### config.mk
export PLATFORM = sky130hd
export DESIGN_NAME = spi_amp_adc_seq
export DESIGN_NICKNAME = d
export VERILOG_FILES = /design/src/rtl/spi_amp_adc_seq_pkg.sv /design/src/rtl/spi_amp_adc_seq_clk_gen.sv /design/src/rtl/spi_amp_adc_seq.sv
export SDC_FILE = /design/constraint.sdc
export NUM_CORES = 1
export LEC_CHECK = 0
export CAP_MARGIN = 20
export CORE_ASPECT_RATIO = 1.2
export CORE_MARGIN = 2
export CORE_UTILIZATION = 58
export CTS_BUF_LIST = sky130_fd_sc_hd__clkbuf_16
export CTS_CLUSTER_SIZE = 14
export DETAILED_ROUTE_END_ITERATION = 6
export GPL_TIMING_DRIVEN = 0
export HOLD_SLACK_MARGIN = 0.12
export PLACE_DENSITY = 0.88
export SLEW_MARGIN = 15
export SYNTH_ARGS = -nofsm -noshare
export SYNTH_HDL_FRONTEND = slang
export SYNTH_SLANG_ARGS = --single-unit
export TNS_END_PERCENT = 30
### constraint.sdc
create_clock -name clk -period 3.5 [get_ports clk]
set_input_delay 0.7 -clock clk [delete_from_list [all_inputs] [get_ports clk]]
set_output_delay 0.7 -clock clk [all_outputs]
set_load 0.005 [all_outputs]
### src/rtl/spi_amp_adc_seq_pkg.sv
// Shared definitions for the amp/ADC SPI sequencer: FSM states, frame
// geometry and the two's-complement to offset-binary sample formatter.
package spi_amp_adc_seq_pkg;

  typedef enum logic [2:0] {
    ST_IDLE,
    ST_AMP,
    ST_AMP_GAP,
    ST_CONV,
    ST_ADC,
    ST_DONE
  } seq_state_t;

  // Amp gain word is always one byte, {chB, chA}
  localparam int AMP_FRAME_BITS = 8;

  // Channel 0 data starts after the two leading zero bits of the ADC frame
  localparam int CH0_START = 2;

  // ADC frame: two channels, each with ADC_BITS data plus 3 padding clocks
  function automatic int adc_frame_bits(input int adc_bits);
    return 2 * (adc_bits + 3);
  endfunction

  // Channel 1 data starts after channel 0 and its trailing padding
  function automatic int ch1_start(input int adc_bits);
    return adc_bits + 5;
  endfunction

  // Keep the top out_bits of a two's-complement word and flip the sign bit
  function automatic logic [31:0] to_offset_bin(input logic [31:0] word,
                                                input int adc_bits,
                                                input int out_bits);
    logic [31:0] v;
    v = word >> (adc_bits - out_bits);
    v = v & ((32'd1 << out_bits) - 32'd1);
    v = v ^ (32'd1 << (out_bits - 1));
    return v;
  endfunction

endpackage

### src/rtl/spi_amp_adc_seq_clk_gen.sv
// spi_clk_gen: divides clk by 2*CLK_DIV into an SPI clock that runs only
// while run is high and rests low otherwise. rise_stb/fall_stb are high in
// the clk cycle whose closing edge makes spi_clk rise/fall.
module spi_clk_gen #(
  parameter int CLK_DIV = 4
) (
  input  logic clk,
  input  logic rst,
  input  logic run,
  output logic spi_clk,
  output logic rise_stb,
  output logic fall_stb
);

  localparam int CW = (CLK_DIV > 1) ? $clog2(CLK_DIV) : 1;

  logic [CW-1:0] cnt;
  logic          edge_now;

  assign edge_now = run && (cnt == CW'(CLK_DIV - 1));
  assign rise_stb = edge_now && !spi_clk;
  assign fall_stb = edge_now && spi_clk;

  // Half-period counter; toggles spi_clk every CLK_DIV cycles while running
  always_ff @(posedge clk or posedge rst) begin
    if (rst) begin
      cnt     <= '0;
      spi_clk <= 1'b0;
    end else if (!run) begin
      cnt     <= '0;
      spi_clk <= 1'b0;
    end else if (edge_now) begin
      cnt     <= '0;
      spi_clk <= ~spi_clk;
    end else begin
      cnt <= cnt + 1'b1;
    end
  end

endmodule

### src/rtl/spi_amp_adc_seq.sv
// Autonomous SPI sequencer for pre-amp + dual ADC: per sample slot, programs
// amp gain when it changed, pulses CONV, shifts in both channels, and emits
// offset-binary samples with a one-cycle sample_valid. Macro AVG4_EN: 4-frame average.
module spi_amp_adc_seq
  import spi_amp_adc_seq_pkg::*;
#(
  parameter int CHANNELS      = 2,
  parameter int ADC_BITS      = 14,
  parameter int OUT_BITS      = 8,
  parameter int CLK_DIV       = 4,
  parameter int SAMPLE_PERIOD = 5000
) (
  input  logic                clk,
  input  logic                reset,
  input  logic                enable,
  input  logic [7:0]          gain,
  input  logic                spi_miso,
  output logic                spi_mosi,
  output logic                spi_clk,
  output logic                amp_cs,
  output logic                amp_shdn,
  output logic                adc_conv,
  output logic [OUT_BITS-1:0] sample0,
  output logic [OUT_BITS-1:0] sample1,
  output logic                sample_valid,
  output logic                busy
);

  localparam int TW = (SAMPLE_PERIOD > 1) ? $clog2(SAMPLE_PERIOD) : 1;
  localparam int CW = (CLK_DIV > 1) ? $clog2(CLK_DIV) : 1;

  localparam logic [CW-1:0] PH_LAST   = CW'(CLK_DIV - 1);
  localparam logic [7:0]    AMP_LAST  = 8'(AMP_FRAME_BITS - 1);
  localparam logic [7:0]    FRAME_END = 8'(adc_frame_bits(ADC_BITS));
  localparam logic [7:0]    C0_LO     = 8'(CH0_START);
  localparam logic [7:0]    C0_HI     = 8'(CH0_START + ADC_BITS);
  localparam logic [7:0]    C1_LO     = 8'(ch1_start(ADC_BITS));
  localparam logic [7:0]    C1_HI     = 8'(ch1_start(ADC_BITS) + ADC_BITS);

  seq_state_t            state;
  logic [TW-1:0]         timer;
  logic                  slot_start;
  logic [CW-1:0]         phase;
  logic [7:0]            bit_cnt;
  logic [6:0]            amp_sr;
  logic [7:0]            last_gain;
  logic                  gain_loaded;
  logic [ADC_BITS-1:0]   ch0_sr;
  logic [ADC_BITS-1:0]   ch1_sr;
  logic [OUT_BITS-1:0]   fmt0;
  logic [OUT_BITS-1:0]   fmt1;
  logic                  run;
  logic                  rise_stb;
  logic                  fall_stb;

`ifdef AVG4_EN
  localparam int AW = OUT_BITS + 2;
  logic [AW-1:0] acc0;
  logic [AW-1:0] acc1;
  logic [AW-1:0] sum0;
  logic [AW-1:0] sum1;
  logic [1:0]    avg_cnt;
  logic          en_q;

  assign sum0 = acc0 + AW'(fmt0);
  assign sum1 = acc1 + AW'(fmt1);
`endif

  assign amp_shdn   = 1'b0;
  assign busy       = (state != ST_IDLE);
  assign run        = (state == ST_AMP) || (state == ST_ADC);
  assign slot_start = enable && (timer == '0);

  assign fmt0 = OUT_BITS'(to_offset_bin(32'(ch0_sr), ADC_BITS, OUT_BITS));
  assign fmt1 = (CHANNELS == 2) ? OUT_BITS'(to_offset_bin(32'(ch1_sr), ADC_BITS, OUT_BITS))
                                : '0;

  spi_clk_gen #(
    .CLK_DIV(CLK_DIV)
  ) u_clk_gen (
    .clk     (clk),
    .rst     (reset),
    .run     (run),
    .spi_clk (spi_clk),
    .rise_stb(rise_stb),
    .fall_stb(fall_stb)
  );

  // Sample slot timer: free-runs while enabled, held at 0 otherwise
  always_ff @(posedge clk or posedge reset) begin
    if (reset) begin
      timer <= '0;
    end else if (!enable) begin
      timer <= '0;
    end else if (timer == TW'(SAMPLE_PERIOD - 1)) begin
      timer <= '0;
    end else begin
      timer <= timer + 1'b1;
    end
  end

  // Frame sequencer with registered SPI strobes and sample outputs
  always_ff @(posedge clk or posedge reset) begin
    if (reset) begin
      state        <= ST_IDLE;
      spi_mosi     <= 1'b0;
      amp_cs       <= 1'b1;
      adc_conv     <= 1'b0;
      sample0      <= '0;
      sample1      <= '0;
      sample_valid <= 1'b0;
      phase        <= '0;
      bit_cnt      <= '0;
      amp_sr       <= '0;
      last_gain    <= '0;
      gain_loaded  <= 1'b0;
      ch0_sr       <= '0;
      ch1_sr       <= '0;
`ifdef AVG4_EN
      acc0         <= '0;
      acc1         <= '0;
      avg_cnt      <= '0;
      en_q         <= 1'b0;
`endif
    end else begin
      sample_valid <= 1'b0;
      case (state)
        ST_IDLE: begin
          if (slot_start) begin
            if (!gain_loaded || (gain != last_gain)) begin
              state     <= ST_AMP;
              amp_cs    <= 1'b0;
              spi_mosi  <= gain[7];
              amp_sr    <= gain[6:0];
              last_gain <= gain;
              bit_cnt   <= '0;
            end else begin
              state    <= ST_CONV;
              adc_conv <= 1'b1;
              phase    <= '0;
            end
          end
        end
        ST_AMP: begin
          // MOSI advances on each falling spi_clk edge
          if (fall_stb) begin
            if (bit_cnt == AMP_LAST) begin
              state       <= ST_AMP_GAP;
              amp_cs      <= 1'b1;
              spi_mosi    <= 1'b0;
              gain_loaded <= 1'b1;
              phase       <= '0;
            end else begin
              spi_mosi <= amp_sr[6];
              amp_sr   <= {amp_sr[5:0], 1'b0};
              bit_cnt  <= bit_cnt + 8'd1;
            end
          end
        end
        ST_AMP_GAP: begin
          if (phase == PH_LAST) begin
            state    <= ST_CONV;
            adc_conv <= 1'b1;
            phase    <= '0;
          end else begin
            phase <= phase + 1'b1;
          end
        end
        ST_CONV: begin
          if (phase == PH_LAST) begin
            state    <= ST_ADC;
            adc_conv <= 1'b0;
            bit_cnt  <= '0;
          end else begin
            phase <= phase + 1'b1;
          end
        end
        ST_ADC: begin
          // bit_cnt holds the index of the rising edge being sampled
          if (rise_stb) begin
            if ((bit_cnt >= C0_LO) && (bit_cnt < C0_HI))
              ch0_sr <= {ch0_sr[ADC_BITS-2:0], spi_miso};
            if ((bit_cnt >= C1_LO) && (bit_cnt < C1_HI))
              ch1_sr <= {ch1_sr[ADC_BITS-2:0], spi_miso};
            bit_cnt <= bit_cnt + 8'd1;
          end
          if (fall_stb && (bit_cnt == FRAME_END)) begin
            state <= ST_DONE;
`ifdef AVG4_EN
            if (avg_cnt == 2'd3) begin
              sample0      <= OUT_BITS'(sum0 >> 2);
              sample1      <= OUT_BITS'(sum1 >> 2);
              sample_valid <= 1'b1;
              acc0         <= '0;
              acc1         <= '0;
              avg_cnt      <= '0;
            end else begin
              acc0    <= sum0;
              acc1    <= sum1;
              avg_cnt <= avg_cnt + 2'd1;
            end
`else
            sample0      <= fmt0;
            sample1      <= fmt1;
            sample_valid <= 1'b1;
`endif
          end
        end
        ST_DONE: begin
          state <= ST_IDLE;
        end
        default: begin
          state <= ST_IDLE;
        end
      endcase
`ifdef AVG4_EN
      // Dropping enable restarts the averaging window
      en_q <= enable;
      if (en_q && !enable) begin
        acc0    <= '0;
        acc1    <= '0;
        avg_cnt <= '0;
      end
`endif
    end
  end

endmodule

Yosys cells after proc, flatten, opt, wreduce, memory -nomap -nowiden. Cells that the tools add are included.

Word-level logic and storage cells: 130. Bits in registers: 93. Output and inout port bits: 23. Input port bits: 12.

Bitwise gates (word level): 3. Multiplexer cells: 50. Add/sub/neg operators: 4. Equality and inequality tests: 22. Magnitude comparators: 4. Reduce and logical (&&, ||, !) cells: 30.

Operators with widths (count): $mux 8 (6); $pmux 8 s4 (1); $mux 7 (4); $mux 13 (2); $ne 2x2->1 const B (10); $mux 2 (9); $mux 3 (6); $mux 1 (16); $pmux 3 s5 (1); $reduce_and 5->1 (3); $pmux 7 s2 (1); $add 13x1->13 const B (1); $eq 13x13->1 const B (1); $logic_not 13->1 (1); $reduce_and 3->1 (4); $reduce_and 6->1 (2); $add 8x1->8 const B (1); $eq 8x3->1 const B (1); $eq 8x6->1 const B (1); $ge 8x2->1 const B (1); $ge 8x5->1 const B (1); $lt 8x5->1 const B (1); $lt 8x6->1 const B (1); $ne 8x8->1 (1); 20 further kinds (37).

Logic depth before layout (Yosys ltp).
Depth in word-level cells: 7. Gate-level depth with buffers: 8. Gate-level depth less buffers: 8.

By module. A second synthesis with hierarchy kept.

Cells, all modules: 363. Area, all modules: 4339.2 um2.

Modules (own cells, without submodules): spi_amp_adc_seq (cells an instance 351, times used 1, seq. area each 2253.4 um2, area each 4200.3 um2); spi_clk_gen (cells an instance 12, times used 1, seq. area each 75.1 um2, area each 138.9 um2).

Least setup slack after synthesis. Ideal clock, no wire load.

Kind: input to register. From: input enable. To: register bit_cnt[0]. Required time: 3375 ps. Cell stages on the path: 6. Arrival: 2165 ps. Library setup time: 125 ps. Path slack: 1210 ps. Buffers on the path: 1. Path through: nor4b_1 -> nand4_1 -> a22o_1 -> or3_1 -> buf_6 -> mux2_4.

Word-level cells in the longest chain between the ends: 3.

Ends and longest elaborated chain: from (decl) (line spi_amp_adc_seq.sv:15) `input logic enable,`; $logic_and 1x1->1 (line spi_amp_adc_seq.sv:72) `assign slot_start = enable && (timer == '0);`; $ne 2x2->1 (no source line); $reduce_and 7->1 (no source line); to (signal assigned) (line spi_amp_adc_seq.sv:156) `bit_cnt <= bit_cnt + 8'd1;`; to (signal assigned) (line spi_amp_adc_seq.sv:185) `bit_cnt <= bit_cnt + 8'd1;`; to (decl) (line spi_amp_adc_seq.sv:44) `logic [7:0] bit_cnt;`.

No other way between the ends. A chain may end at the register's enable or synchronous reset.

Final worst setup path.
From: input enable. To: register bit_cnt[3].

The elaborated chain is that of the path after synthesis.

==> run_results.csv <==
group,metric,value,unit
min_path,hp-class,"reg -> reg",
worst_setup_path,end_kind,"flop",
power,p_leak,2.408,nW
min_path,min_to,"sample0[7]",
sta,finalSetupViolations,0,
worst_setup_path,path_class,"in -> reg",
clock_network,postCtsSetupRepairBufs,0,
power,power_density,396.4,nW/um2
global_routing,grt_max_degree,54,
route,met2_length,4.407,mm
sta,drv_slew,0,
clock_network,cts_root_buf,"clkbuf_16",
clock_network,clock_tree.buffer_depth,2,
min_path,min_from,"ch0_sr[13]",
clock_network,clk_latency,0.34,ns
cells_and_area,multi_input_area,1957,um2
cells_and_area,num-fill-cells,507,
worst_setup_path,worst_r2r_endpoint,"ch1_sr[0]",
clock_network,cts-htree-levels,3,
route,ant_nets,0,
power,ir_drop,0.0005347,V
sta,hold_viol_final,0,
route,wirelength,8.531,mm
yosys,async_reset_ff_share,100.0,%
yosys,synth_cell_types,55,
sta,fmax,360.7,MHz
yosys,ys_seq_area_share,52.62,%
global_routing,grt_pass1_vias,3200,
yosys,synth_area,4425,um2
yosys,synth_edf_count,0,
worst_setup_path,cp.required,3.70,ns
cells_and_area,final_util,70.62,%
min_path,hold_path_depth,1,
worst_setup_path,r2r_start,"bit_cnt[2]",
clock_network,cts_hold_buf,0,
cells_and_area,final_area,5167,um2
sta,layout_min_cycle_time,2.772,ns
floorplanning,die_w,83.74,um
global_routing,track_usage,22.18,%
clock_network,cts.clk_slew.worst_paths,0.07,ns
global_routing,overflow,0,
route,routed_via_density,5.817,
floorplanning,num_rows,34,
placement,placed_cell_area,4891,um2
sta,relSlewSlack,53.93,%
sta,tightest_slew,0.6848,ns
route,routed.top_layer,"met4",
route,wl_met3,338,um
floorplanning,start_util,60.48,%
worst_setup_path,cp_data_arrival_time,2.97,ns
yosys,synth_top_area_share,52.02,%
yosys,yosys_warnings,0,
yosys,syn-num-nets,397,
yosys,synth_top_area_cell,"dfrtp_1",
sta,clock_skew,0.006339,ns
status,outcome,"finished clean",
floorplanning,design.die.area,8348,um2
sta,grt_setup_unrepaired,"false",
cells_and_area,regArea,2328,um2
route,firstDrtPassIters,4,
yosys,synthFlopType,"dfrtp_1",
global_routing,antenna_found_initial,0,
cells_and_area,area_delta_synth_final,16.77,%
floorplanning,pin_count,35,
sta,fin_crit_sh,79.21,%
placement,place.gp.congestion,0.8330,
yosys,synthTopCellsByArea,"dfrtp_1 52%, mux2_2 13%, nand2_1 3.2%",
yosys,netlist_instances,378,
worst_setup_path,rrSetupSlack,0.99,ns
global_routing,grt_pass1_wl,14.99,mm
placement,dpl.hpwl,5.995,mm
worst_setup_path,cp-start-kind,"input pin",
flow_run,cap_violations,0,
worst_setup_path,r2r_cells,6,
floorplanning,die_y,99.69,um
worst_setup_path,cp_max_fo,10,
floorplanning,core,7317,um2
route,drcViolationCount,0,
placement,io_buffers,33,
clock_network,cts_buffers,9,
clock_network,cts.sink_count,93,
route,m1WireLength,3.686,mm
clock_network,cts_resized,0,
clock_network,cts_tree,"yes",
cells_and_area,drive_above_1_share,22.43,%
yosys,ys_ff_latch,93,
route,drtIter0Drc,221,
route,routedWlPerCell,16.47,um
cells_and_area,antenna_cells,0,
route,vias,3013,
cells_and_area,nets,442,
yosys,syn_area_per_cell,11.71,um2
## how the worst max path moves through the flow
stage	start	endpoint	depth (start not counted)
global placement	reset	phase[1]	2
global route	enable	bit_cnt[5]	7
detailed placement	enable	bit_cnt[2]	7
finish	enable	bit_cnt[3]	7
floorplan	reset	adc_conv	1
CTS	enable	bit_cnt[3]	7
## routing by layer
metal / vias to the layer above / GRT usage, %
met2: 70 / 37.48
met5: - / 0
li1: 1428 / -
met3: 8 / 4.896
met1: 1507 / 28.76
met4: 0 / 6.948
## cell usage in the layout, fill, tap and decap left out, types with 4 or more instances in the layout
master and count:
ha_1 7, nand2_1 38, inv_1 14, or3_1 4
clkbuf_16 9, buf_2 4, clkbuf_1 9, xnor2_1 11
a21oi_1 5, clkdlybuf4s50_1 33, o21ai_0 12, xor2_1 8
nor3_1 5, o41ai_1 6, nand3_1 9, nor4b_1 4
nor2_1 29, mux2_2 52, nand4_1 6, mux2_1 6
o41ai_2 6, dfrtp_1 92
## critical path, cell delays in order
cell and delay [ns]:
clkdlybuf4s50_1 0.53, nor4b_1 0.25, nand4_1 0.24, a22o_1 0.35
clkbuf_1 0.27, o41ai_1 0.50, o41ai_2 0.13
## state kept, by name, summed over array words and instances (netlist names)
name / count
adc_conv: 1
amp_cs: 1
amp_sr: 7
bit_cnt: 8
ch0_sr: 14
ch1_sr: 14
gain_loaded: 1
last_gain: 8
phase: 2
sample0: 8
sample1: 8
sample_valid: 1
spi_mosi: 1
state: 3
timer: 13
u_clk_gen.cnt: 2
u_clk_gen.spi_clk: 1
## through the flow
step	std cells	setup WS, ns	hold slack (ns)	power [mW]	TNS, ns
CTS	518	0.7648	0.4585	2.063	0
detailed placement	502	0.4251	0.4503	1.165	0
global route	518	0.5772	0.4838	2.121	0
floorplan	378	0.3813	0.4150	1.134	0
finish	518	0.7278	0.4576	2.048	0
global placement	501	-0.8541	0.4261	1.159	-78.24
## synth_stat cells (2+ instances only)
cell      instances
dfrtp_1          92
a21oi_1           5
nor4_1            2
o21ai_0          12
buf_2             4
o41ai_1           6
or3_1             4
ha_1              7
nor2b_1           3
nand4_1           6
nand2_1          38
mux2_1            6
nand3_1           9
xnor2_1          11
and3_1            3
and2_1            2
nor3b_1           2
nor4b_1           4
inv_1            14
xor2_1            8
mux2_2           52
nor3_1            5
a31oi_1           2
or2_2             2
nand2b_1          3
o31ai_1           3
buf_6             2
nor4_2            2
a22o_1            2
clkbuf_1          9
nor2_1           29
o41ai_2           6
## area by class of cell
type                    instances  share of cell area, %
clock inverters                 7                 0.9927
inverters                      14                  1.065
repair buffers                 34                  6.780
well taps                      90                  2.179
multi-input cells             254                  37.87
clock buffers                   9                  4.358
flip-flops and latches         93                  45.06
plain buffers                  17                  1.695
## power by group
part	internal [mW]	switching, mW	leakage, nW
clock	0.486	0.418	0.143
sequential	1.08	0.00201	1.27
combinational	0.0242	0.0398	0.996
total	1.59	0.460	2.41
## cells by family after synthesis
kind of cell / after synthesis / synth area share, %
adders and majority gates: 7 / 1.979
AOI/OAI and AO/OA: 44 / 8.086
buffers and inverters: 31 / 3.166
xor gates and xnor gates: 19 / 3.760
and+or+nand+nor: 124 / 15.21
DFF: 93 / 52.62
muxes: 59 / 15.10
other: 1 / 0.08474
(Power assumes the default switching activity.)
